[src/rtl/imm_gen_stage_pkg.sv]
// Shared immediate-format codes, base opcodes (inst[6:2]) and RVC quadrant/funct3
// constants for the ID-stage immediate generator.
package imm_gen_stage_pkg;

    typedef enum logic [2:0] {
        IMM_NONE = 3'd0,
        IMM_I    = 3'd1,
        IMM_S    = 3'd2,
        IMM_B    = 3'd3,
        IMM_U    = 3'd4,
        IMM_J    = 3'd5
    } imm_type_e;

    localparam logic [4:0] OPC_LOAD   = 5'b00000;
    localparam logic [4:0] OPC_OP_IMM = 5'b00100;
    localparam logic [4:0] OPC_AUIPC  = 5'b00101;
    localparam logic [4:0] OPC_STORE  = 5'b01000;
    localparam logic [4:0] OPC_OP     = 5'b01100;
    localparam logic [4:0] OPC_LUI    = 5'b01101;
    localparam logic [4:0] OPC_BRANCH = 5'b11000;
    localparam logic [4:0] OPC_JALR   = 5'b11001;
    localparam logic [4:0] OPC_JAL    = 5'b11011;

    localparam logic [1:0] RVC_Q0 = 2'b00;
    localparam logic [1:0] RVC_Q1 = 2'b01;
    localparam logic [1:0] RVC_Q2 = 2'b10;

    localparam logic [2:0] C_F3_ADDI4SPN = 3'b000;
    localparam logic [2:0] C_F3_LW       = 3'b010;
    localparam logic [2:0] C_F3_SW       = 3'b110;
    localparam logic [2:0] C_F3_ADDI     = 3'b000;
    localparam logic [2:0] C_F3_JAL      = 3'b001;
    localparam logic [2:0] C_F3_LI       = 3'b010;
    localparam logic [2:0] C_F3_LUI      = 3'b011;
    localparam logic [2:0] C_F3_J        = 3'b101;
    localparam logic [2:0] C_F3_BEQZ     = 3'b110;
    localparam logic [2:0] C_F3_BNEZ     = 3'b111;
    localparam logic [2:0] C_F3_LWSP     = 3'b010;
    localparam logic [2:0] C_F3_SWSP     = 3'b110;

endpackage

[src/rtl/imm_gen_stage_imm_extract.sv]
// Combinational immediate extraction: instruction + PC to sign-extended immediate,
// format code, PC-relative target, compressed and illegal flags.
module imm_extract
    import imm_gen_stage_pkg::*;
#(
    parameter int unsigned XLEN    = 32,
    parameter bit          HAS_RVC = 1'b1
) (
    input  logic [31:0]     inst_i,
    input  logic [XLEN-1:0] pc_i,
    output logic [XLEN-1:0] imm_o,
    output logic [2:0]      imm_type_o,
    output logic [XLEN-1:0] target_o,
    output logic            is_compressed_o,
    output logic            illegal_o
);

    logic tgt_en;

    always_comb begin
        imm_o           = '0;
        imm_type_o      = IMM_NONE;
        is_compressed_o = 1'b0;
        illegal_o       = 1'b0;
        tgt_en          = 1'b0;
        if (inst_i[1:0] == 2'b11) begin
            case (inst_i[6:2])
                OPC_JALR, OPC_LOAD, OPC_OP_IMM: begin
                    imm_type_o = IMM_I;
                    imm_o      = {{(XLEN-12){inst_i[31]}}, inst_i[31:20]};
                end
                OPC_STORE: begin
                    imm_type_o = IMM_S;
                    imm_o      = {{(XLEN-12){inst_i[31]}}, inst_i[31:25], inst_i[11:7]};
                end
                OPC_BRANCH: begin
                    imm_type_o = IMM_B;
                    tgt_en     = 1'b1;
                    imm_o      = {{(XLEN-13){inst_i[31]}}, inst_i[31], inst_i[7],
                                  inst_i[30:25], inst_i[11:8], 1'b0};
                end
                OPC_JAL: begin
                    imm_type_o = IMM_J;
                    tgt_en     = 1'b1;
                    imm_o      = {{(XLEN-21){inst_i[31]}}, inst_i[31], inst_i[19:12],
                                  inst_i[20], inst_i[30:21], 1'b0};
                end
                OPC_LUI, OPC_AUIPC: begin
                    imm_type_o = IMM_U;
                    tgt_en     = (inst_i[6:2] == OPC_AUIPC);
                    imm_o      = {{(XLEN-32){inst_i[31]}}, inst_i[31:12], 12'h000};
                end
                OPC_OP: ;
                default: illegal_o = 1'b1;
            endcase
        end else if (HAS_RVC) begin
            is_compressed_o = 1'b1;
            // Unlisted 16-bit encodings stay NONE; the full decoder owns their legality.
            case (inst_i[1:0])
                RVC_Q0: begin
                    case (inst_i[15:13])
                        C_F3_ADDI4SPN: begin
                            imm_type_o = IMM_I;
                            imm_o = {{(XLEN-10){1'b0}}, inst_i[10:7], inst_i[12:11],
                                     inst_i[5], inst_i[6], 2'b00};
                        end
                        C_F3_LW, C_F3_SW: begin
                            imm_type_o = (inst_i[15:13] == C_F3_SW) ? IMM_S : IMM_I;
                            imm_o = {{(XLEN-7){1'b0}}, inst_i[5], inst_i[12:10],
                                     inst_i[6], 2'b00};
                        end
                        default: ;
                    endcase
                end
                RVC_Q1: begin
                    case (inst_i[15:13])
                        C_F3_ADDI, C_F3_LI: begin
                            imm_type_o = IMM_I;
                            imm_o = {{(XLEN-6){inst_i[12]}}, inst_i[12], inst_i[6:2]};
                        end
                        C_F3_JAL, C_F3_J: begin
                            // funct3 001 is C.ADDIW rather than C.JAL on RV64
                            if (XLEN == 64 && inst_i[15:13] == C_F3_JAL) begin
                                imm_type_o = IMM_I;
                                imm_o = {{(XLEN-6){inst_i[12]}}, inst_i[12], inst_i[6:2]};
                            end else begin
                                imm_type_o = IMM_J;
                                tgt_en     = 1'b1;
                                imm_o = {{(XLEN-12){inst_i[12]}}, inst_i[12], inst_i[8],
                                         inst_i[10:9], inst_i[6], inst_i[7], inst_i[2],
                                         inst_i[11], inst_i[5:3], 1'b0};
                            end
                        end
                        C_F3_LUI: begin
                            if (inst_i[11:7] == 5'd2) begin
                                imm_type_o = IMM_I;
                                imm_o = {{(XLEN-10){inst_i[12]}}, inst_i[12], inst_i[4:3],
                                         inst_i[5], inst_i[2], inst_i[6], 4'b0000};
                            end else begin
                                imm_type_o = IMM_U;
                                imm_o = {{(XLEN-18){inst_i[12]}}, inst_i[12], inst_i[6:2],
                                         12'h000};
                            end
                        end
                        C_F3_BEQZ, C_F3_BNEZ: begin
                            imm_type_o = IMM_B;
                            tgt_en     = 1'b1;
                            imm_o = {{(XLEN-9){inst_i[12]}}, inst_i[12], inst_i[6:5],
                                     inst_i[2], inst_i[11:10], inst_i[4:3], 1'b0};
                        end
                        default: ;
                    endcase
                end
                RVC_Q2: begin
                    case (inst_i[15:13])
                        C_F3_LWSP: begin
                            imm_type_o = IMM_I;
                            imm_o = {{(XLEN-8){1'b0}}, inst_i[3:2], inst_i[12],
                                     inst_i[6:4], 2'b00};
                        end
                        C_F3_SWSP: begin
                            imm_type_o = IMM_S;
                            imm_o = {{(XLEN-8){1'b0}}, inst_i[8:7], inst_i[12:9], 2'b00};
                        end
                        default: ;
                    endcase
                end
                default: ;
            endcase
        end else begin
            illegal_o = 1'b1;
        end
        target_o = tgt_en ? (pc_i + imm_o) : '0;
    end

endmodule

[src/rtl/imm_gen_stage.sv]
// ID-stage immediate generator: combinational extract feeding a two-entry
// valid/ready skid buffer (output register plus one skid register).
module imm_gen_stage
    import imm_gen_stage_pkg::*;
#(
    parameter int unsigned XLEN    = 32,
    parameter bit          HAS_RVC = 1'b1
) (
    input  logic            clk,
    input  logic            rst_n,
    input  logic            flush_i,
    input  logic            in_valid_i,
    output logic            in_ready_o,
    input  logic [31:0]     inst_i,
    input  logic [XLEN-1:0] pc_i,
    output logic            out_valid_o,
    input  logic            out_ready_i,
    output logic [XLEN-1:0] imm_o,
    output logic [2:0]      imm_type_o,
    output logic [XLEN-1:0] target_o,
    output logic            is_compressed_o,
    output logic            illegal_o
);

    localparam int unsigned PW = 2 * XLEN + 5;

    localparam logic [1:0] ST_EMPTY = 2'd0;
    localparam logic [1:0] ST_ONE   = 2'd1;
    localparam logic [1:0] ST_FULL  = 2'd2;

    logic [1:0]      state_q, state_d;
    logic [PW-1:0]   out_q, out_d;
    logic [PW-1:0]   skid_q, skid_d;

    logic [XLEN-1:0] x_imm, x_target;
    logic [2:0]      x_type;
    logic            x_comp, x_ill;
    logic [PW-1:0]   dec;
    logic            accept, drain;

    imm_extract #(
        .XLEN    (XLEN),
        .HAS_RVC (HAS_RVC)
    ) u_imm_extract (
        .inst_i          (inst_i),
        .pc_i            (pc_i),
        .imm_o           (x_imm),
        .imm_type_o      (x_type),
        .target_o        (x_target),
        .is_compressed_o (x_comp),
        .illegal_o       (x_ill)
    );

    assign dec         = {x_imm, x_type, x_target, x_comp, x_ill};
    assign in_ready_o  = (state_q != ST_FULL) & ~flush_i;
    assign out_valid_o = (state_q != ST_EMPTY);
    assign accept      = in_valid_i & in_ready_o;
    assign drain       = out_valid_o & out_ready_i;

    assign {imm_o, imm_type_o, target_o, is_compressed_o, illegal_o} = out_q;

    always_comb begin
        state_d = state_q;
        out_d   = out_q;
        skid_d  = skid_q;
        if (flush_i) begin
            state_d = ST_EMPTY;
        end else begin
            case (state_q)
                ST_EMPTY: begin
                    if (accept) begin
                        out_d   = dec;
                        state_d = ST_ONE;
                    end
                end
                ST_ONE: begin
                    if (accept && drain) begin
                        out_d = dec;
                    end else if (accept) begin
                        skid_d  = dec;
                        state_d = ST_FULL;
                    end else if (drain) begin
                        state_d = ST_EMPTY;
                    end
                end
                ST_FULL: begin
                    if (drain) begin
                        out_d   = skid_q;
                        state_d = ST_ONE;
                    end
                end
                default: state_d = ST_EMPTY;
            endcase
        end
    end

    always_ff @(posedge clk or negedge rst_n) begin
        if (!rst_n) begin
            state_q <= ST_EMPTY;
            out_q   <= '0;
            skid_q  <= '0;
        end else begin
            state_q <= state_d;
            out_q   <= out_d;
            skid_q  <= skid_d;
        end
    end

endmodule

[config.mk]
export PLATFORM = sky130hd
export DESIGN_NAME = imm_gen_stage
export DESIGN_NICKNAME = d
export VERILOG_FILES = /design/src/rtl/imm_gen_stage_pkg.sv /design/src/rtl/imm_gen_stage_imm_extract.sv /design/src/rtl/imm_gen_stage.sv
export SDC_FILE = /design/constraint.sdc
export NUM_CORES = 1
export LEC_CHECK = 0
export BUFFER_PORTS_ARGS = -buffer_cell sky130_fd_sc_hd__buf_2
export CELL_PAD_IN_SITES_DETAIL_PLACEMENT = 1
export CELL_PAD_IN_SITES_GLOBAL_PLACEMENT = 1
export CORE_UTILIZATION = 41
export DETAILED_ROUTE_END_ITERATION = 12
export PLACE_DENSITY_LB_ADDON = 0.1
export SYNTH_ARGS = -nofsm -noshare
export SYNTH_HDL_FRONTEND = slang
export SYNTH_HIERARCHICAL = 1
export SYNTH_SLANG_ARGS = --single-unit
[constraint.sdc]
create_clock -name clk -period 1.7 [get_ports clk]
set_input_delay 0.34 -clock clk [delete_from_list [all_inputs] [get_ports clk]]
set_output_delay 0.34 -clock clk [all_outputs]
set_load 0.1 [all_outputs]
==> results.toml, run 1 <==
[logic_synthesis]
synth_cell_types = 59
synth_common_cells = "198 x mux2_2, 140 x dfrtp_1, 80 x nor2_1"
syn_avg_cell_area_sq_um = 10.2
ys_seq_area_share_pct = 38.5
synth_fp_nets = 994
synthMuxAreaShare_pct = 26.2
synth_xor_area_share_pct = 2.79
synth_top_family_by_area = "multiplexers"
synthFlopType = "dfrtp_1"
syn_inst = 891
synth_warnings = 6
synth_simple_gate_area_share_pct = 11.4
synth_area_sq_um = 9100
synthAdderAreaFrac_pct = 4.75
async_flop_share_pct = 100
synth.top_cell.area_share_pct = 38.5
ys_ff_latch = 140
synth_compound_area_share_pct = 13.1
synth_edf_count = 0
synth_top_cell_by_area = "dfrtp_1"
synth.area.top_cells = "dfrtp_1 38%, mux2_2 24%, ha_1 4.5%, a21oi_1 3.7%, nor2_1 3.3%"
synth.most_common_cell = "mux2_2"

[grt]
grt_overflow_total = 788
grt_util_all_layers_pct = 88.5
antenna_found_initial = 7
grt_max_degree = 40

[floorplanning]
fp.dieW_um = 151
pin_count = 140
rows = 54
start_util_pct = 41.7
dieHeight_um = 151

[placement]
gp_congestion = 0.922
dp_hpwl_um = 24500
numPortBuffers = 139

[timing]
worst-ep-kind = "register input"
crit_endpoint = "out_q[27]$_DFFE_PN0P_/D"

[clocking]
h-tree-depth = 4
cts_buffers = 17
root_buffer = "clkbuf_16"
cts_buffer_depth = 2
cts.sinks = 140

[outcome]
error = "[ERROR GRT-0232] Routing congestion too high. Check the congestion heatmap in the GUI."
status = "stopped before the end"
haltStage = "global routing (5_1_grt)"
[through the flow]
stage / cells / cell area (sq um) / setup slack, ns / hold slack, ns / setup TNS [ns]
floorplan: 891 / 9720 / -2.01 / 0.0444 / -94.92
global placement: 1487 / 12200 / -2.51 / 0.284 / -155.72
CTS: 1605 / 15100 / -1.85 / 0.152 / -93.88
detailed placement: 1487 / 12200 / -2.64 / 0.285 / -161.19
[metal layers]
metal | global-route usage (%) | GRT overflow
met5 | 32.0 | 0
met4 | 96.7 | 223
met1 | 84.0 | 3
met3 | 71.9 | 14
met2 | 109 | 548
[kinds of logic after synthesis]
group                    Yosys count
AND/OR/NAND/NOR                  222
multiplexers                     209
AO/OA/AOI/OAI                    193
flip-flops                       140
buffers and inverters             64
adder cells (fa/ha/maj)           34
XOR/XNOR                          29
[timing repair]
item,in CTS
resized for setup,306
hold buffers,1
setup buffers,84
cloned,14
setup endpoints to repair,118
pin swaps,75
hold endpoints to repair,31
==> run 2: changes to the inputs <==
CELL_PAD_IN_SITES_DETAIL_PLACEMENT = unset   (was 1)
CELL_PAD_IN_SITES_GLOBAL_PLACEMENT = unset   (was 1)
CORE_UTILIZATION = 30   (was 41)
PLACE_DENSITY_LB_ADDON = 0.15   (was 0.1)
clock period = 2.2 ns   (was 1.7 ns; I/O delays follow)
==> run 2 against run 1 <==
Compared with the run above:
- the flow now finishes, with violations (negative setup slack)
- synthesized cell count unchanged
- synthesized area did not move
==> results.toml, run 2 <==
[placement]
numPortBuffers = 139
dpl-instance-area_sq_um = 12100
dp_hpwl_um = 22500
gp_congestion = 0.916

[timing]
tightestPinTransition_ns = 0.691
setup-violations-final = 63
rsz0062_at_grt = "yes"
finalHoldWorstSlack_ns = 0.243
period_needed_ns = 3.67
slew_viol_final = 0
hold_violations = 0
slew_headroom_pct = 53.5
finalWorstSetupSlack_ns = -1.47
min_period_over_period_pct = 167
fin_worst_skew_ns = 0.00934
maxClockFrequency_mhz = 272

[critical_path]
cp-end-kind = "flip-flop"
slowest_stage = "or4_4"
reg2reg_slack_ns = 0.31
crit_chain = "buf_6 -> nand2b_4 -> or4_4 -> a31oi_4 -> o21a_1 -> nor2_4 -> o21ai_2 -> o21ai_4 -> ha_4 -> nand2_4 -> nor2_1 -> a22o_1 -> nor4_4 -> nor2_2 -> a31o_1 -> a211oi_2 -> mux2_4 -> mux2_4 -> mux2_4"
arrival_ns = 3.99
crit_path_start_kind = "input port"
cp_max_fo = 5
crit_type = "input port to flip-flop"
cp_common_cell = "mux2_4"
r2r.worst_path.cells = 5
max_stage_delay_ns = 0.48
r2r-end = "out_q[46]"
cp.required_ns = 2.51
cp_num_buf_inv = 1
rr_startpoint = "state_q[1]"
cp_top_family = "compound AO/OA/AOI/OAI gates"

[routing]
routedWlPerCell_um = 18.4
drc = 0
drt_iter0_drc = 376
drt_wl_total_um = 30700
drt-vias-per-instance = 4.97
ant_nets = 0
drtPass1Iterations = 5
via_count = 8285

[finish]
regArea_sq_um = 3500
area_growth_pct = 58.5
fin_util_pct = 48.6
final_nets = 1369
drive_above_1_share_pct = 66.0
final_cell_area_sq_um = 14400
top_regs = "out_q x69, skid_q x69, state_q x2"
final_common_cell = "buf_4"
antenna-diode-count = 0
multiInputGateArea_sq_um = 6720
layout_common_cells = "234 x buf_4, 161 x mux2_2, 140 x dfrtp_1, 128 x buf_2, 55 x nor2_1"
nFillCells = 2780

[floorplanning]
rows = 63
fp.dieW_um = 176
start_util_pct = 30.6
core_area_sq_um = 29700
dieArea_sq_um = 31100
dieHeight_um = 176
pin_count = 140

[logic_synthesis]
synth.area.top_cells = "dfrtp_1 38%, mux2_2 24%, ha_1 4.5%, a21oi_1 3.7%, nor2_1 3.3%"
async_flop_share_pct = 100
synthFlopType = "dfrtp_1"
synth.top_cell.area_share_pct = 38.5
syn_avg_cell_area_sq_um = 10.2
synth_fp_nets = 994
synth_warnings = 6
synth_edf_count = 0
synth_common_cells = "198 x mux2_2, 140 x dfrtp_1, 80 x nor2_1"
ys_seq_area_share_pct = 38.5
synth_cell_types = 59
syn_inst = 891
synth_top_cell_by_area = "dfrtp_1"
ys_ff_latch = 140
synth_area_sq_um = 9100
synth.most_common_cell = "mux2_2"

[grt]
grt_max_degree = 70
grt_util_all_layers_pct = 19.8
grt_pass1_wl_um = 47000
grt_overflow_total = 0
grt_pass1_vias = 8439
antenna_found_initial = 0

[clocking]
h-tree-depth = 4
root_buffer = "clkbuf_16"
cts.sinks = 140
cts_tree = "built"
cts_buffers = 17
insertion_delay_ns = 0.43
clk_transition_reported_paths_ns = 0.07
cts_buffer_depth = 2

[hold_path]
worstHoldEndpoint = "state_q[1]"
min_from = "out_ready_i"
hold_path_class = "input port to flip-flop"
hold_depth = 2

[power]
power_density_nw_per_um2 = 716
peakVddDrop_mv = 0.799
power_leakage_uw = 0.00683

[outcome]
violations = "negative setup slack"
status = "complete, but fails checks"

[run]
maxCapViolCount = 0
## run 2: worst max-delay path by stage
stage                          from         to  slack, ns  depth (start not counted)
after floorplan           inst_i[5]  out_q[33]      -1.61                         20
after global placement    inst_i[5]  out_q[33]      -2.11                         20
after detailed placement  inst_i[5]  out_q[33]      -2.18                         20
after CTS                 inst_i[3]  out_q[33]      -1.59                         18
after global routing      inst_i[9]  out_q[32]      -1.61                         21
final                     inst_i[9]  out_q[33]      -1.47                         19
## run 2: timing repair
item / CTS / global route
hold buffers: 1 / 0
pin swaps: 71 / 69
endpoints found under the setup margin: 64 / 64
gates resized for setup: 131 / 157
endpoints found under the hold margin: 36 / 0
setup buffers: 33 / 35
## run 2: cell type report
class / instances / area share (%)
multi-input combinational: 687 / 46.6
inverter: 13 / 0.442
clock inverter: 13 / 1.50
clock buffer: 18 / 2.97
tap: 390 / 3.38
timing repair buffer: 407 / 20.9
sequential: 140 / 24.3
## run 2: cells by family (layout without fill, tap and decap cells)
| logic type | Yosys count | in the layout | synth area share [%] |
|---|---|---|---|
| compound gates | 193 | 193 | 13.1 |
| xor+xnor | 29 | 29 | 2.79 |
| fa+ha+maj | 34 | 34 | 4.75 |
| buf+inv | 64 | 451 | 3.27 |
| flops | 140 | 140 | 38.5 |
| mux | 209 | 209 | 26.2 |
| simple gates | 222 | 222 | 11.4 |
## run 2: per-stage QoR
stage	setup WS [ns]	TNS (ns)	std cells	power [uW]
after global routing	-1.61	-70.72	1668	10800
after CTS	-1.59	-61.87	1640	10200
after floorplan	-1.61	-63.25	891	5650
after global placement	-2.11	-107.15	1579	6670
after detailed placement	-2.18	-107.53	1579	6690
final	-1.47	-63.41	1668	10300
## run 2: where the power goes
part | internal (uW) | leakage [uW] | switching [uW]
Clock | 2020 | 0.000303 | 1180
Combinational | 1490 | 0.00465 | 2530
Sequential | 2940 | 0.00188 | 184
Total | 6450 | 0.00683 | 3890
## run 2: routing by layer
layer / up-vias / share of wire [%] / GRT usage (%)
li1: 3988 / - / -
met1: 4091 / 46 / 26.0
met4: 0 / 1.5 / 5.40
met3: 26 / 3.5 / 3.23
met2: 180 / 49 / 33.6
met5: - / 0 / 0
(Power assumes the default switching activity.)
